`config.mk`:
```
export PLATFORM = sky130hd
export DESIGN_NAME = mod257_accum
export DESIGN_NICKNAME = d
export VERILOG_FILES = /design/src/rtl/mod257_accum.sv
export SDC_FILE = /design/constraint.sdc
export NUM_CORES = 1
export LEC_CHECK = 0
export ABC_AREA = 0
export CAP_MARGIN = 0
export CORE_UTILIZATION = 51
export CTS_CLUSTER_DIAMETER = 150
export DETAILED_ROUTE_END_ITERATION = 12
export PLACE_DENSITY_LB_ADDON = 0.15
export SLEW_MARGIN = 20
export SYNTH_ARGS = -nofsm -noshare
export SYNTH_HDL_FRONTEND = slang
export SYNTH_SLANG_ARGS = --single-unit
```
`constraint.sdc`:
```
create_clock -name clk -period 2.8 [get_ports clk]
set_clock_uncertainty 0.2 [all_clocks]
set_input_delay 0.42 -clock clk [delete_from_list [all_inputs] [get_ports clk]]
set_output_delay 0.42 -clock clk [all_outputs]
set_load 0.02 [all_outputs]
```
`src/rtl/mod257_accum.sv`:
```
// Frame accumulator feeding the mod-257 reducer: sums signed terms into a wide
// unreduced total, then presents it until the reducer stage takes it.
module mod257_accum #(
  parameter int MAX_TERMS = 64
) (
  input  logic        clk,
  input  logic        rst,
  input  logic        in_valid,
  output logic        in_ready,
  input  logic [8:0]  in_data,
  input  logic        in_sub,
  input  logic        in_last,
  output logic        out_valid,
  input  logic        out_ready,
  output logic [14:0] out_data,
  output logic [6:0]  out_count,
  output logic        out_forced,
  output logic        range_err
);

  localparam logic [6:0] MAX_CNT = 7'(MAX_TERMS);

  typedef enum logic {ACC, HOLD} state_t;

  typedef struct packed {
    logic [14:0] sum;
    logic [6:0]  cnt;
    logic        forced;
  } frame_t;

  state_t state_q, state_d;
  frame_t frm_q;
  logic   rerr_q;

  logic               accept, release_frm, closing, hit_max, term_illegal;
  logic        [6:0]  cnt_inc;
  logic signed [8:0]  term_s;
  logic        [14:0] term_ext;

  assign term_s       = in_data;
  assign term_ext     = {{6{in_data[8]}}, in_data};
  assign cnt_inc      = frm_q.cnt + 7'd1;
  assign hit_max      = (cnt_inc == MAX_CNT);
  assign accept       = in_valid && (state_q == ACC);
  assign release_frm  = out_ready && (state_q == HOLD);
  assign closing      = accept && (in_last || hit_max);
  // Legal reduced residues are -128..+128; anything else still gets summed.
  assign term_illegal = (term_s > 9'sd128) || (term_s < -9'sd128);

  always_comb begin
    state_d = state_q;
    case (state_q)
      ACC:     if (closing) state_d = HOLD;
      HOLD:    if (out_ready) state_d = ACC;
      default: state_d = ACC;
    endcase
  end

  always_ff @(posedge clk or posedge rst) begin
    if (rst) state_q <= ACC;
    else     state_q <= state_d;
  end

  always_ff @(posedge clk or posedge rst) begin
    if (rst) begin
      frm_q  <= '0;
      rerr_q <= 1'b0;
    end else if (accept) begin
      frm_q.sum <= in_sub ? (frm_q.sum - term_ext) : (frm_q.sum + term_ext);
      frm_q.cnt <= cnt_inc;
      // An explicit last term wins over reaching the cap on the same edge.
      if (closing) frm_q.forced <= ~in_last;
      if (term_illegal) rerr_q <= 1'b1;
    end else if (release_frm) begin
      frm_q <= '0;
    end
  end

  assign in_ready   = (state_q == ACC);
  assign out_valid  = (state_q == HOLD);
  assign out_data   = frm_q.sum;
  assign out_count  = frm_q.cnt;
  assign out_forced = frm_q.forced;
  assign range_err  = rerr_q;

endmodule

```
==> results of run 1 <==
-- final cells by class --
class,count,area (um2),share of cell area [%]
multi-input combinational,167,1280,43.6
timing repair buffer,102,888,30.2
sequential,25,626,21.2
inverter,11,58.8,2.00
tap,46,57.6,1.95
clock buffer,3,22.5,0.765
clock inverter,1,7.51,0.255
-- path summary, 6_finish.rpt --
check	to	startpoint	slack (ns)	cells after the start
setup / recovery	range_err$_DFFE_PP0P_	in_data[0]	-0.23	22
min in group clk	out_data[0]$_DFFE_PP0P_	in_data[0]	0.30	4
hold reg to reg	out_data[5]$_DFFE_PP0P_	out_data[5]$_DFFE_PP0P_	0.33	2
hold / removal	out_count[2]$_DFFE_PP0P_	rst	0.21	3
max in group asynchronous	out_data[11]$_DFFE_PP0P_	rst	1.95	3
setup reg to reg	out_data[14]$_DFFE_PP0P_	out_data[0]$_DFFE_PP0P_	0.03	11
-- state kept, by name, summed over array words and instances, names as in the netlist --
signal,count
out_valid,1
out_forced,1
out_data,15
out_count,7
range_err,1
-- report_power, final --
group / total, mW / internal [mW] / switching [mW]
registers: 0.592 / 0.476 / 0.115
logic: 1.85 / 0.896 / 0.953
clock network: 0.183 / 0.0549 / 0.128
total: 2.62 / 1.43 / 1.20
-- timing repair --
| item | CTS | global route |
|---|---|---|
| gates resized for setup | 38 | 14 |
| buffers inserted | 18 | 2 |
| hold endpoints to repair | 0 | 0 |
| pin swaps | 15 | 6 |
| setup endpoints to repair | 9 | 6 |
-- worst reg2reg max path, delay by kind of cell, from the launching register on --
| kind | cells | cell delay [ns] |
|---|---|---|
| AOI/OAI and AO/OA | 6 | 1.19 |
| xor gates and xnor gates | 1 | 0.23 |
| adders and majority gates | 2 | 0.54 |
| buffers and inverters | 2 | 0.13 |
| DFF | 1 | 0.43 |
-- per-stage QoR --
stage	hold WS (ns)	util (%)	setup WS (ns)
final	0.208	86.9	-0.226
after global routing	0.248	86.9	-0.286
after CTS	0.233	85.0	-0.0843
after detailed placement	0.271	78.2	-0.983
after global placement	0.265	78.2	-0.905
after floorplan	0.247	-	-0.251
-- synth_stat cells, types with 2 or more instances --
master and n:
ha_1 16, nand4_1 2, nor2b_1 2, a31oi_1 2
buf_2 2, xor2_1 7, a21o_1 6, nor3_1 3
mux2i_1 2, nor2_1 12, xnor2_1 12, nand2_1 26
inv_1 11, o21ai_0 26, nand3_1 2, and3_1 5
dfrtp_1 25, o22ai_1 2, a22o_1 3, clkbuf_1 4
a21oi_1 18
-- metal layers --
layer | track usage (%) | vias to the layer above | part of all wire (%)
met5 | 0 | - | 0
met4 | 23.2 | 0 | 4.4
met3 | 6.21 | 37 | 6.1
met2 | 59.1 | 149 | 51
met1 | 38.9 | 1046 | 39
li1 | - | 958 | -
-- logic make-up (layout without fill, tap and decap cells) --
logic type / after synthesis / count (layout) / share of synthesized area [%]
AOI/OAI and AO/OA: 70 / 70 / 23.5
xor gates and xnor gates: 19 / 19 / 9.05
adders and majority gates: 17 / 17 / 12.0
buffers and inverters: 17 / 117 / 3.61
DFF: 25 / 25 / 34.0
muxes: 3 / 3 / 2.31
and+or+nand+nor: 58 / 58 / 15.5
==> impl_metrics.env, run 1 <==
export IMPL_yosys_top_cells_area="dfrtp_1 34%, ha_1 11%, o21ai_0 7.1%, xnor2_1 5.7%, nand2_1 5.3%"
export IMPL_worstMarginPinSlew_ns=0.446
export IMPL_clock_sinks=25
export IMPL_final_cell_mix="58 x buf_4, 32 x clkdlybuf4s50_1, 25 x nand2_1, 25 x dfrtp_1, 24 x o21ai_0"
export IMPL_path_buf_inv=16
export IMPL_synth_edff_count=0
export IMPL_end_kind="flip-flop"
export IMPL_firstDrtPassIters=5
export IMPL_crit_family="buffers and inverters"
export IMPL_maxCapViolCount=0
export IMPL_drive_above_1_share_pct=32.0
export IMPL_status="finished, violations left"
export IMPL_initial_utilization_pct=54.3
export IMPL_crit_chain="buf_8 -> clkinv_4 -> ha_4 -> or4b_4 -> nor3_4 -> buf_4 -> buf_4 -> buf_4 -> buf_4 -> buf_4 -> buf_4 -> buf_4 -> buf_4 -> buf_4 -> buf_4 -> buf_4 -> buf_4 -> buf_4 -> buf_4 -> nor3_2 -> a21oi_2 -> o21bai_1"
export IMPL_finalCritPeriodShare_pct=108
export IMPL_die_h_um=62.1
export IMPL_ir_drop_mv=0.542
export IMPL_crit_path_max_fanout=2
export IMPL_leakage_nw=1.37
export IMPL_setup_viol=7
export IMPL_async_flop_share_pct=100
export IMPL_antenna_found_initial=0
export IMPL_finalNetCount=342
export IMPL_clkSlewWorstSetupHoldPaths_ns=0.16
export IMPL_post_dp_cell_area_um2=2650
export IMPL_tritoncts="done"
export IMPL_wl_mm=6.57
export IMPL_grt_pass1_vias=2051
export IMPL_syn_area_um2=1840
export IMPL_die_x_um=62.1
export IMPL_seq_area_frac_synth_pct=34.0
export IMPL_overflow=0
export IMPL_timing_final_ws_setup_ns=-0.226
export IMPL_rows=21
export IMPL_nFillCells=172
export IMPL_finalMaxSlewViolations=0
export IMPL_diodes=0
export IMPL_crit_path_max_incr_delay_ns=0.22
export IMPL_ios=41
export IMPL_final_common_cell="buf_4"
export IMPL_vias=2190
export IMPL_fmax_ghz=0.330
export IMPL_portBuffers=40
export IMPL_yosysTopAreaCell="dfrtp_1"
export IMPL_clk_latency_ns=0.34
export IMPL_via_per_inst=6.17
export IMPL_track_usage_pct=34.5
export IMPL_rsz0062_at_grt="yes"
export IMPL_fin_cells=355
export IMPL_area_delta_synth_final_pct=60.1
export IMPL_cp_slowest_cell="or4b_4"
export IMPL_path_common_cell="buf_4"
export IMPL_ys_seq_elements=25
export IMPL_finalSetupTns_ns=-0.825
export IMPL_synth_nets=241
export IMPL_hold_buffers=0
export IMPL_synth_top_area_share_pct=34.0
export IMPL_arrival_ns=3.09
export IMPL_syn_inst=209
export IMPL_dieArea_um2=3850
export IMPL_dr_first_iter_drc_count=182
export IMPL_numPlacedInstances=331
export IMPL_power_total_mw=2.62
export IMPL_core_um2=3390
export IMPL_grt_start_max_net_pins=26
export IMPL_antenna_left=0
export IMPL_htree_levels=1
export IMPL_gp_congestion=0.911
export IMPL_start_kind="primary input"
export IMPL_cts_root_buf="clkbuf_4"
export IMPL_yosysWarnings=0
export IMPL_synth_cell_type_count=42
export IMPL_drt_wirelength_per_cell_um=18.5
export IMPL_relSlewSlack_pct=69.9
export IMPL_grt_pass1_wl_mm=9.42
export IMPL_final_area_um2=2950
export IMPL_cp_required_ns=2.87
export IMPL_hp_class="primary input to asynchronous set/reset pin"
export IMPL_violations="setup timing"
export IMPL_clockBufferDepth=2
export IMPL_finalHoldViolCount=0
export IMPL_synth_ff_type="dfrtp_1"
export IMPL_powerDensity_nw_per_um2=891
export IMPL_drc=0
export IMPL_cts_buffers=3
export IMPL_critPathKind="primary input to flip-flop"
export IMPL_fin_crit_ns=3.03
export IMPL_dp_hpwl_mm=3.57
export IMPL_syn_avg_cell_area_um2=8.80
Power figures use the tool's default switching activity.
==> run 2: changes to the inputs <==
Settings changed: HOLD_SLACK_MARGIN from default to 0.08.
==> results of run 2 <==
Final layout, timing and power as in run 1 (identical DEF).
